===== src/rtl/cv32e40s_pkg.sv =====
// Shared decode constants and data types for the X-interface ALU coprocessor.
package cv32e40s_pkg;

  localparam logic [6:0] OPCODE_CUSTOM0 = 7'b0001011;
  localparam logic [2:0] FUNCT3_ADD     = 3'b000;
  localparam logic [2:0] FUNCT3_XOR     = 3'b001;
  localparam logic [2:0] FUNCT3_MIN     = 3'b010;

  typedef enum logic [1:0] {OP_ADD, OP_XOR, OP_MIN, OP_NONE} alu_op_e;

  typedef struct packed {
    logic        valid;
    logic        committed;
    logic        killed;
    logic [4:0]  rd;
    logic [31:0] data;
  } entry_t;

  typedef struct packed {
    logic accept;
    logic writeback;
    logic dualwrite;
    logic dualread;
    logic loadstore;
    logic ecswrite;
    logic exc;
  } issue_resp_t;

  typedef struct packed {
    logic [31:0] instr;
    logic        accept;
  } compressed_resp_t;

  typedef struct packed {
    logic [31:0] addr;
    logic        we;
    logic [3:0]  be;
    logic [31:0] wdata;
  } mem_req_t;

  typedef struct packed {
    logic [31:0] rdata;
    logic        err;
  } mem_result_t;

  function automatic alu_op_e decode_op(input logic [31:0] instr);
    decode_op = OP_NONE;
    if (instr[6:0] == OPCODE_CUSTOM0 && instr[31:25] == 7'b0) begin
      case (instr[14:12])
        FUNCT3_ADD: decode_op = OP_ADD;
        FUNCT3_XOR: decode_op = OP_XOR;
        FUNCT3_MIN: decode_op = OP_MIN;
        default:    decode_op = OP_NONE;
      endcase
    end
  endfunction

endpackage


===== src/rtl/cv32e40s_xif_coproc_if.sv =====
// Core <-> coprocessor eXtension interface, with one modport per channel on the coprocessor side.
interface if_xif #(
  parameter int X_ID_WIDTH = 4,
  parameter int X_NUM_RS   = 2
) ();
  import cv32e40s_pkg::*;

  logic                         compressed_valid;
  logic                         compressed_ready;
  logic [15:0]                  compressed_instr;
  compressed_resp_t             compressed_resp;

  logic                         issue_valid;
  logic                         issue_ready;
  logic [31:0]                  issue_instr;
  logic [X_ID_WIDTH-1:0]        issue_id;
  logic [X_NUM_RS-1:0][31:0]    issue_rs;
  logic [X_NUM_RS-1:0]          issue_rs_valid;
  issue_resp_t                  issue_resp;

  logic                         commit_valid;
  logic [X_ID_WIDTH-1:0]        commit_id;
  logic                         commit_kill;

  logic                         mem_valid;
  logic                         mem_ready;
  mem_req_t                     mem_req;
  logic                         mem_result_valid;
  mem_result_t                  mem_result;

  logic                         result_valid;
  logic                         result_ready;
  logic [X_ID_WIDTH-1:0]        result_id;
  logic [31:0]                  result_data;
  logic [4:0]                   result_rd;
  logic                         result_we;
  logic [5:0]                   result_ecsdata;
  logic [2:0]                   result_ecswe;
  logic                         result_exc;
  logic [5:0]                   result_exccode;
  logic                         result_err;
  logic                         result_dbg;

  modport coproc_compressed (input compressed_valid, compressed_instr,
                             output compressed_ready, compressed_resp);
  modport coproc_issue      (input issue_valid, issue_instr, issue_id, issue_rs, issue_rs_valid,
                             output issue_ready, issue_resp);
  modport coproc_commit     (input commit_valid, commit_id, commit_kill);
  modport coproc_mem        (input mem_ready, output mem_valid, mem_req);
  modport coproc_mem_result (input mem_result_valid, mem_result);
  modport coproc_result     (input result_ready,
                             output result_valid, result_id, result_data, result_rd, result_we,
                                    result_ecsdata, result_ecswe, result_exc, result_exccode,
                                    result_err, result_dbg);

endinterface


===== src/rtl/cv32e40s_xif_coproc_buf.sv =====
// In-order in-flight instruction buffer: allocation, commit/kill by ID search, head pop.
module cv32e40s_xif_coproc_buf
  import cv32e40s_pkg::*;
#(
  parameter int DEPTH    = 4,
  parameter int ID_WIDTH = 4
) (
  input  logic                clk,
  input  logic                rst,
  input  logic                push,
  input  logic [ID_WIDTH-1:0] push_id,
  input  logic [4:0]          push_rd,
  input  logic [31:0]         push_data,
  input  logic                commit_valid,
  input  logic [ID_WIDTH-1:0] commit_id,
  input  logic                commit_kill,
  input  logic                result_ready,
  output logic                full,
  output logic                head_valid,
  output logic [ID_WIDTH-1:0] head_id,
  output logic [4:0]          head_rd,
  output logic [31:0]         head_data
);

  localparam int PTR_W = $clog2(DEPTH);

  logic [PTR_W:0]      wptr_q, rptr_q;
  entry_t              entries_q [DEPTH];
  logic [ID_WIDTH-1:0] ids_q     [DEPTH];

  logic [PTR_W-1:0] widx, ridx;
  entry_t           head;
  logic             pop, new_hit;

  assign widx = wptr_q[PTR_W-1:0];
  assign ridx = rptr_q[PTR_W-1:0];
  assign head = entries_q[ridx];

  // Extra MSB separates full (MSBs differ) from empty (MSBs equal) when indices match.
  assign full = (wptr_q[PTR_W] != rptr_q[PTR_W]) && (widx == ridx);

  // A killed head leaves silently; a live one needs the core to take it.
  assign pop     = head.valid && (head.killed || (head.committed && result_ready));
  assign new_hit = commit_valid && push && (commit_id == push_id);

  assign head_valid = head.valid && head.committed && !head.killed;
  assign head_id    = ids_q[ridx];
  assign head_rd    = head.rd;
  assign head_data  = head.data;

  // NOTE: sequential state is written with non-blocking assignments so every
  // read in this block sees the pre-edge value regardless of statement order.
  always_ff @(posedge clk or posedge rst) begin
    if (rst) begin
      wptr_q <= '0;
      rptr_q <= '0;
      // NOTE: the whole array is reset, not just the flags; it is only DEPTH
      // entries and it keeps ID/payload free of X after a mid-operation reset.
      for (int i = 0; i < DEPTH; i++) begin
        entries_q[i] <= '0;
        ids_q[i]     <= '0;
      end
    end else begin
      for (int i = 0; i < DEPTH; i++) begin
        if (commit_valid && entries_q[i].valid && ids_q[i] == commit_id) begin
          if (commit_kill) entries_q[i].killed    <= 1'b1;
          else             entries_q[i].committed <= 1'b1;
        end
      end
      if (pop) begin
        entries_q[ridx].valid <= 1'b0;
        rptr_q                <= rptr_q + 1'b1;
      end
      if (push) begin
        entries_q[widx] <= '{valid:     1'b1,
                             committed: new_hit && !commit_kill,
                             killed:    new_hit && commit_kill,
                             rd:        push_rd,
                             data:      push_data};
        ids_q[widx]     <= push_id;
        wptr_q          <= wptr_q + 1'b1;
      end
    end
  end

endmodule


===== src/rtl/cv32e40s_xif_coproc.sv =====
// X-interface coprocessor executing custom-0 ADD/XOR/MIN; results return in order after commit.
module cv32e40s_xif_coproc
  import cv32e40s_pkg::*;
#(
  parameter int X_ID_WIDTH = 4,
  parameter int X_NUM_RS   = 2,
  parameter int DEPTH      = 4
) (
  input logic                  clk,
  input logic                  rst,
  if_xif.coproc_compressed     xif_compressed,
  if_xif.coproc_issue          xif_issue,
  if_xif.coproc_commit         xif_commit,
  if_xif.coproc_mem            xif_mem,
  if_xif.coproc_mem_result     xif_mem_result,
  if_xif.coproc_result         xif_result
);

  logic [31:0] instr, rs0, rs1, alu_result;
  alu_op_e     op;
  logic        recognized, full, push;

  assign instr      = xif_issue.issue_instr;
  assign rs0        = xif_issue.issue_rs[0];
  assign rs1        = xif_issue.issue_rs[1];
  assign op         = decode_op(instr);
  assign recognized = (op != OP_NONE);

  // NOTE: default assigned first so no path through the case can infer a latch.
  always_comb begin
    alu_result = '0;
    case (op)
      OP_ADD:  alu_result = rs0 + rs1;
      OP_XOR:  alu_result = rs0 ^ rs1;
      OP_MIN:  alu_result = ($signed(rs0) < $signed(rs1)) ? rs0 : rs1;
      default: alu_result = '0;
    endcase
  end

  // Rejected instructions are never held back, so the core can move on at once.
  assign xif_issue.issue_ready = recognized ? ((&xif_issue.issue_rs_valid[1:0]) && !full) : 1'b1;

  always_comb begin
    xif_issue.issue_resp           = '0;
    xif_issue.issue_resp.accept    = recognized;
    xif_issue.issue_resp.writeback = recognized;
  end

  assign push = xif_issue.issue_valid && xif_issue.issue_ready && recognized;

  cv32e40s_xif_coproc_buf #(
    .DEPTH    (DEPTH),
    .ID_WIDTH (X_ID_WIDTH)
  ) u_buf (
    .clk          (clk),
    .rst          (rst),
    .push         (push),
    .push_id      (xif_issue.issue_id),
    .push_rd      (instr[11:7]),
    .push_data    (alu_result),
    .commit_valid (xif_commit.commit_valid),
    .commit_id    (xif_commit.commit_id),
    .commit_kill  (xif_commit.commit_kill),
    .result_ready (xif_result.result_ready),
    .full         (full),
    .head_valid   (xif_result.result_valid),
    .head_id      (xif_result.result_id),
    .head_rd      (xif_result.result_rd),
    .head_data    (xif_result.result_data)
  );

  assign xif_result.result_we      = (xif_result.result_rd != 5'd0);
  assign xif_result.result_ecsdata = '0;
  assign xif_result.result_ecswe   = '0;
  assign xif_result.result_exc     = 1'b0;
  assign xif_result.result_exccode = '0;
  assign xif_result.result_err     = 1'b0;
  assign xif_result.result_dbg     = 1'b0;

  assign xif_compressed.compressed_ready = 1'b1;
  assign xif_compressed.compressed_resp  = '0;
  assign xif_mem.mem_valid               = 1'b0;
  assign xif_mem.mem_req                 = '0;

  logic unused;
  assign unused = ^{xif_compressed.compressed_valid, xif_compressed.compressed_instr,
                    xif_mem.mem_ready, xif_mem_result.mem_result_valid,
                    xif_mem_result.mem_result, instr[24:15]};

endmodule


===== src/flat_wrapper.sv =====
// flat-port wrapper written by rule: the top's interface ports become plain ports
module cv32e40s_xif_coproc_flat import cv32e40s_pkg::*;
#(
  parameter int X_ID_WIDTH = 4,
  parameter int X_NUM_RS   = 2,
  parameter int DEPTH      = 4
)
  (clk, rst, xif_compressed_compressed_valid, xif_compressed_compressed_instr, xif_compressed_compressed_ready, xif_compressed_compressed_resp, xif_issue_issue_valid, xif_issue_issue_instr, xif_issue_issue_id, xif_issue_issue_rs, xif_issue_issue_rs_valid, xif_issue_issue_ready, xif_issue_issue_resp, xif_commit_commit_valid, xif_commit_commit_id, xif_commit_commit_kill, xif_mem_mem_ready, xif_mem_mem_valid, xif_mem_mem_req, xif_mem_result_mem_result_valid, xif_mem_result_mem_result, xif_result_result_ready, xif_result_result_valid, xif_result_result_id, xif_result_result_data, xif_result_result_rd, xif_result_result_we, xif_result_result_ecsdata, xif_result_result_ecswe, xif_result_result_exc, xif_result_result_exccode, xif_result_result_err, xif_result_result_dbg);
  if_xif #(.X_ID_WIDTH(X_ID_WIDTH), .X_NUM_RS(X_NUM_RS)) xif_compressed_i ();
  if_xif #(.X_ID_WIDTH(X_ID_WIDTH), .X_NUM_RS(X_NUM_RS)) xif_issue_i ();
  if_xif #(.X_ID_WIDTH(X_ID_WIDTH), .X_NUM_RS(X_NUM_RS)) xif_commit_i ();
  if_xif #(.X_ID_WIDTH(X_ID_WIDTH), .X_NUM_RS(X_NUM_RS)) xif_mem_i ();
  if_xif #(.X_ID_WIDTH(X_ID_WIDTH), .X_NUM_RS(X_NUM_RS)) xif_mem_result_i ();
  if_xif #(.X_ID_WIDTH(X_ID_WIDTH), .X_NUM_RS(X_NUM_RS)) xif_result_i ();
  input logic clk;
  input logic rst;
  input wire logic [$bits(xif_compressed_i.compressed_valid)-1:0] xif_compressed_compressed_valid;
  input wire logic [$bits(xif_compressed_i.compressed_instr)-1:0] xif_compressed_compressed_instr;
  output wire logic [$bits(xif_compressed_i.compressed_ready)-1:0] xif_compressed_compressed_ready;
  output wire logic [$bits(xif_compressed_i.compressed_resp)-1:0] xif_compressed_compressed_resp;
  input wire logic [$bits(xif_issue_i.issue_valid)-1:0] xif_issue_issue_valid;
  input wire logic [$bits(xif_issue_i.issue_instr)-1:0] xif_issue_issue_instr;
  input wire logic [$bits(xif_issue_i.issue_id)-1:0] xif_issue_issue_id;
  input wire logic [$bits(xif_issue_i.issue_rs)-1:0] xif_issue_issue_rs;
  input wire logic [$bits(xif_issue_i.issue_rs_valid)-1:0] xif_issue_issue_rs_valid;
  output wire logic [$bits(xif_issue_i.issue_ready)-1:0] xif_issue_issue_ready;
  output wire logic [$bits(xif_issue_i.issue_resp)-1:0] xif_issue_issue_resp;
  input wire logic [$bits(xif_commit_i.commit_valid)-1:0] xif_commit_commit_valid;
  input wire logic [$bits(xif_commit_i.commit_id)-1:0] xif_commit_commit_id;
  input wire logic [$bits(xif_commit_i.commit_kill)-1:0] xif_commit_commit_kill;
  input wire logic [$bits(xif_mem_i.mem_ready)-1:0] xif_mem_mem_ready;
  output wire logic [$bits(xif_mem_i.mem_valid)-1:0] xif_mem_mem_valid;
  output wire logic [$bits(xif_mem_i.mem_req)-1:0] xif_mem_mem_req;
  input wire logic [$bits(xif_mem_result_i.mem_result_valid)-1:0] xif_mem_result_mem_result_valid;
  input wire logic [$bits(xif_mem_result_i.mem_result)-1:0] xif_mem_result_mem_result;
  input wire logic [$bits(xif_result_i.result_ready)-1:0] xif_result_result_ready;
  output wire logic [$bits(xif_result_i.result_valid)-1:0] xif_result_result_valid;
  output wire logic [$bits(xif_result_i.result_id)-1:0] xif_result_result_id;
  output wire logic [$bits(xif_result_i.result_data)-1:0] xif_result_result_data;
  output wire logic [$bits(xif_result_i.result_rd)-1:0] xif_result_result_rd;
  output wire logic [$bits(xif_result_i.result_we)-1:0] xif_result_result_we;
  output wire logic [$bits(xif_result_i.result_ecsdata)-1:0] xif_result_result_ecsdata;
  output wire logic [$bits(xif_result_i.result_ecswe)-1:0] xif_result_result_ecswe;
  output wire logic [$bits(xif_result_i.result_exc)-1:0] xif_result_result_exc;
  output wire logic [$bits(xif_result_i.result_exccode)-1:0] xif_result_result_exccode;
  output wire logic [$bits(xif_result_i.result_err)-1:0] xif_result_result_err;
  output wire logic [$bits(xif_result_i.result_dbg)-1:0] xif_result_result_dbg;
  assign xif_compressed_i.compressed_valid = xif_compressed_compressed_valid;
  assign xif_compressed_i.compressed_instr = xif_compressed_compressed_instr;
  assign xif_compressed_compressed_ready = xif_compressed_i.compressed_ready;
  assign xif_compressed_compressed_resp = xif_compressed_i.compressed_resp;
  assign xif_issue_i.issue_valid = xif_issue_issue_valid;
  assign xif_issue_i.issue_instr = xif_issue_issue_instr;
  assign xif_issue_i.issue_id = xif_issue_issue_id;
  assign xif_issue_i.issue_rs = xif_issue_issue_rs;
  assign xif_issue_i.issue_rs_valid = xif_issue_issue_rs_valid;
  assign xif_issue_issue_ready = xif_issue_i.issue_ready;
  assign xif_issue_issue_resp = xif_issue_i.issue_resp;
  assign xif_commit_i.commit_valid = xif_commit_commit_valid;
  assign xif_commit_i.commit_id = xif_commit_commit_id;
  assign xif_commit_i.commit_kill = xif_commit_commit_kill;
  assign xif_mem_i.mem_ready = xif_mem_mem_ready;
  assign xif_mem_mem_valid = xif_mem_i.mem_valid;
  assign xif_mem_mem_req = xif_mem_i.mem_req;
  assign xif_mem_result_i.mem_result_valid = xif_mem_result_mem_result_valid;
  assign xif_mem_result_i.mem_result = xif_mem_result_mem_result;
  assign xif_result_i.result_ready = xif_result_result_ready;
  assign xif_result_result_valid = xif_result_i.result_valid;
  assign xif_result_result_id = xif_result_i.result_id;
  assign xif_result_result_data = xif_result_i.result_data;
  assign xif_result_result_rd = xif_result_i.result_rd;
  assign xif_result_result_we = xif_result_i.result_we;
  assign xif_result_result_ecsdata = xif_result_i.result_ecsdata;
  assign xif_result_result_ecswe = xif_result_i.result_ecswe;
  assign xif_result_result_exc = xif_result_i.result_exc;
  assign xif_result_result_exccode = xif_result_i.result_exccode;
  assign xif_result_result_err = xif_result_i.result_err;
  assign xif_result_result_dbg = xif_result_i.result_dbg;
  cv32e40s_xif_coproc #(.X_ID_WIDTH(X_ID_WIDTH), .X_NUM_RS(X_NUM_RS), .DEPTH(DEPTH)) u_core (.clk(clk), .rst(rst), .xif_compressed(xif_compressed_i), .xif_issue(xif_issue_i), .xif_commit(xif_commit_i), .xif_mem(xif_mem_i), .xif_mem_result(xif_mem_result_i), .xif_result(xif_result_i));
endmodule

===== config.mk =====
export PLATFORM = sky130hd
export DESIGN_NAME = cv32e40s_xif_coproc_flat
export DESIGN_NICKNAME = d
export VERILOG_FILES = /design/src/rtl/cv32e40s_pkg.sv /design/src/rtl/cv32e40s_xif_coproc_if.sv /design/src/rtl/cv32e40s_xif_coproc_buf.sv /design/src/rtl/cv32e40s_xif_coproc.sv /design/src/flat_wrapper.sv
export SDC_FILE = /design/constraint.sdc
export NUM_CORES = 1
export LEC_CHECK = 0
export BUFFER_PORTS_ARGS = -buffer_cell sky130_fd_sc_hd__buf_2
export CORE_MARGIN = 2
export CORE_UTILIZATION = 45
export CTS_CLUSTER_DIAMETER = 40
export DETAILED_ROUTE_END_ITERATION = 6
export PLACE_DENSITY_LB_ADDON = 0.15
export SLEW_MARGIN = 30
export SYNTH_ARGS = -nofsm -noshare
export SYNTH_HDL_FRONTEND = slang
export SYNTH_HIERARCHICAL = 1
export SYNTH_SLANG_ARGS = --single-unit

===== constraint.sdc =====
create_clock -name clk -period 10.35 [get_ports clk]
set_input_delay 1.5525 -clock clk [delete_from_list [all_inputs] [get_ports clk]]
set_output_delay 1.5525 -clock clk [all_outputs]
set_load 0.02 [all_outputs]

==> impl_metrics.csv <==
group,metric,value,unit
timing,hold_violations,0,
cts,cts.path.max_buffers,2,
cts,cts_tree,"built",
yosys,ys_ff_latch,182,
yosys,synth_area,12750,um2
global_routing,grt_util_all_layers,21.27,%
worst_setup_path,r2r_setup_slack,7.09,ns
worst_setup_path,cp_max_fo,22,
pwr,p_leak,0.007259,uW
yosys,synthDistinctLibCells,73,
routing,vias_per_cell,5.259,
finish,drive_gt1_share,22.38,%
finish,antenna_cells,0,
routing,dr.pass1.iters,7,
routing,initialDrtViolationCount,659,
pwr,power_density,117.0,nW/um2
cts,htreeDepth,4,
cts,cts_resized,0,
cts,clk_pin_slew,0.07,ns
placed_design,place_area,13320,um2
worst_setup_path,slowest_delay,0.73,ns
yosys,synth_fa_ha_area_share,7.124,%
flow_run,maxCapViolCount,0,
yosys,synth_xor_area_share,3.376,%
worst_setup_path,critPathSlowestCell,"a222oi_1",
cts,cts_sinks,182,
die,fp.dieH,172.3,um
routing,via_count,9251,
yosys,yosysSeqAreaShare,35.72,%
finish,final_common_cell,"dfrtp_1",
timing,setup_tns,0,ns
finish,num-fill-cells,2618,
min_path,min_path_type,"reg -> reg",
cts,clk_latency,0.43,ns
timing,rsz0062_at_grt,"false",
finish,num-nets-final,1604,
routing,wl_per_cell,17.66,um
timing,tightestPinTransition,0.9337,ns
die,chipWidth,172.3,um
worst_setup_path,cp-startpoint,"xif_issue_issue_rs[57]",
yosys,synthMuxAreaShare,20.98,%
yosys,synth_compound_area_share,10.16,%
cts,post_cts_buffers,0,
worst_setup_path,r2r_end,"u_core/u_buf/entries_q[53]",
routing,antenna_left,0,
worst_setup_path,critical_path_class,"in -> reg",
global_routing,grt-ovfl-total,0,
worst_setup_path,crit_chain,"buf_2, inv_1, ha_1, a21o_1, a21o_1, a21oi_1, o21ai_1, buf_4, nor4_2, a21oi_4, o21ai_2, a222oi_1, inv_1, mux2_1",
finish,synthToLayoutAreaGrowth,9.087,%
cts,cts_root_buf,"clkbuf_16",
finish,finish.instance_area,13910,um2
timing,post-route-min-period,5.021,ns
timing,max_freq,199.1,MHz
finish,layout_common_cells,"dfrtp_1 (180), nand2_1 (150), buf_2 (147)",
global_routing,antenna_found_initial,0,
die,core_area,27860,um2
die,io_pins,337,
cts,cts_hold_buf,0,
yosys,synthSimpleGateAreaFrac,10.64,%
worst_setup_path,ff2ff_path_depth,7,
status,status,"complete, no violations",
yosys,yosysWarnings,6,
worst_setup_path,startpoint_type,"input pin",
placed_design,port_buffers,147,
worst_setup_path,arrival,5.33,ns
yosys,synth_area_leader_cell,"dfrtp_1",
global_routing,grt_pass1_vias,8793,
yosys,synth-edff-count,0,
timing,report.final.slew_viol_count,0,
global_routing,grt_pass1_wl,48.47,mm
worst_setup_path,end_kind,"flip-flop",
yosys,synth_flop_cell,"dfrtp_1",
placed_design,post-dp-hpwl,22.17,mm
yosys,synth_top_family_by_area,"multiplexers",
die,initial_core_util,45.77,%
die,die-area,29700,um2
die,core.rowCount,61,
yosys,synth_cells,1254,
placed_design,gp_congestion,0.8776,
worst_setup_path,r2r-start,"u_core/u_buf/rptr_q[1]",
cts,cts_buffers,17,
min_path,hold_path_depth,2,
timing,slew_headroom,37.75,%
timing,finalClockSkew,0.009025,ns
global_routing,grt_max_degree,81,
timing,post-route-period-util,48.52,%
timing,final-setup-viol-count,0,
routing,wl,31.07,mm
yosys,async_flop_share,100.0,%
pwr,ir_drop,0.1295,mV
worst_setup_path,endpoint,"u_core/u_buf/entries_q[49]",
yosys,synth_top_area_share,35.72,%
yosys,ys_top_cells_by_area,"dfrtp_1 (36%), buf_4 (7.7%), mux4_2 (7.6%)",
worst_setup_path,required,10.66,ns
routing,drc_errors,0,
yosys,syn_avg_cell_area,10.17,um2
where the power goes:
part           switching [uW]  total, uW  internal (uW)  leakage, uW
combinational             176        262           86.1      0.00445
sequential               1.72        714            713      0.00251
clock                     289        652            363     0.000297
registers in the layout, summed over array words and instances (netlist names):
name and count:
u_core/u_buf/entries_q 160, u_core/u_buf/ids_q 16, u_core/u_buf/rptr_q 3, u_core/u_buf/wptr_q 3
critical path, delay by kind of cell:
kind	cells	cell delay (ns)
compound gates	7	2.36
buf+inv	4	0.62
fa+ha+maj	1	0.36
mux	1	0.32
simple gates	1	0.11
per-layer routing:
| layer | global-route usage, % | part of all wire (%) |
|---|---|---|
| met1 | 28.62 | 45 |
| met2 | 36.09 | 49 |
| met3 | 3.593 | 4.9 |
| met4 | 4.786 | 1.3 |
| met5 | 0 | 0 |
Yosys cell counts, types with 13 or more instances:
library cell	instances
dfrtp_1	182
nand2_1	153
buf_4	130
mux2_1	75
inv_1	74
ha_1	71
nor2_1	63
a21oi_1	50
mux2_2	50
mux4_2	43
clkbuf_1	30
xnor2_1	28
mux2i_1	27
o21ai_0	26
buf_2	23
xor2_1	18
nor3_1	14
nor2b_1	13
area by class of cell:
| cell class | instances | area, um2 | share of cell area (%) |
|---|---|---|---|
| clock buffer | 21 | 480.5 | 3.454 |
| clock inverter | 11 | 112.6 | 0.8096 |
| inverter | 76 | 290.3 | 2.087 |
| multi-input combinational | 933 | 7159 | 51.47 |
| sequential | 182 | 4559 | 32.78 |
| tap | 378 | 473.0 | 3.400 |
| timing repair buffer | 158 | 834.6 | 6.000 |
kinds of logic after synthesis:
family                   after synthesis
multiplexers                         197
AND/OR/NAND/NOR                      302
XOR/XNOR                              47
other                                  2
buffers and inverters                264
flip-flops                           182
adder cells (fa/ha/maj)               72
AO/OA/AOI/OAI                        188
through the flow:
step                cells  hold slack (ns)  util [%]  total power (uW)  worst slack [ns]
detailed placement   1727           0.4623     47.80             987.2             4.850
finish               1759           0.4779     49.93              1628             5.329
floorplan            1379           0.4409         -             954.5             3.854
global route         1759           0.4912     49.93              1701             5.107
CTS                  1759           0.4807     49.93              1642             5.323
global placement     1726           0.4572     47.68             984.9             4.882
worst min-delay path by stage:
stage / startpoint / endpoint
floorplan: u_core/u_buf/entries_q[112] / u_core/u_buf/entries_q[112]
global placement: u_core/u_buf/entries_q[111] / u_core/u_buf/entries_q[111]
detailed placement: u_core/u_buf/entries_q[91] / u_core/u_buf/entries_q[91]
CTS: u_core/u_buf/entries_q[91] / u_core/u_buf/entries_q[91]
global route: u_core/u_buf/entries_q[91] / u_core/u_buf/entries_q[91]
finish: u_core/u_buf/entries_q[87] / u_core/u_buf/entries_q[87]
Power figures use the tool's default switching activity.
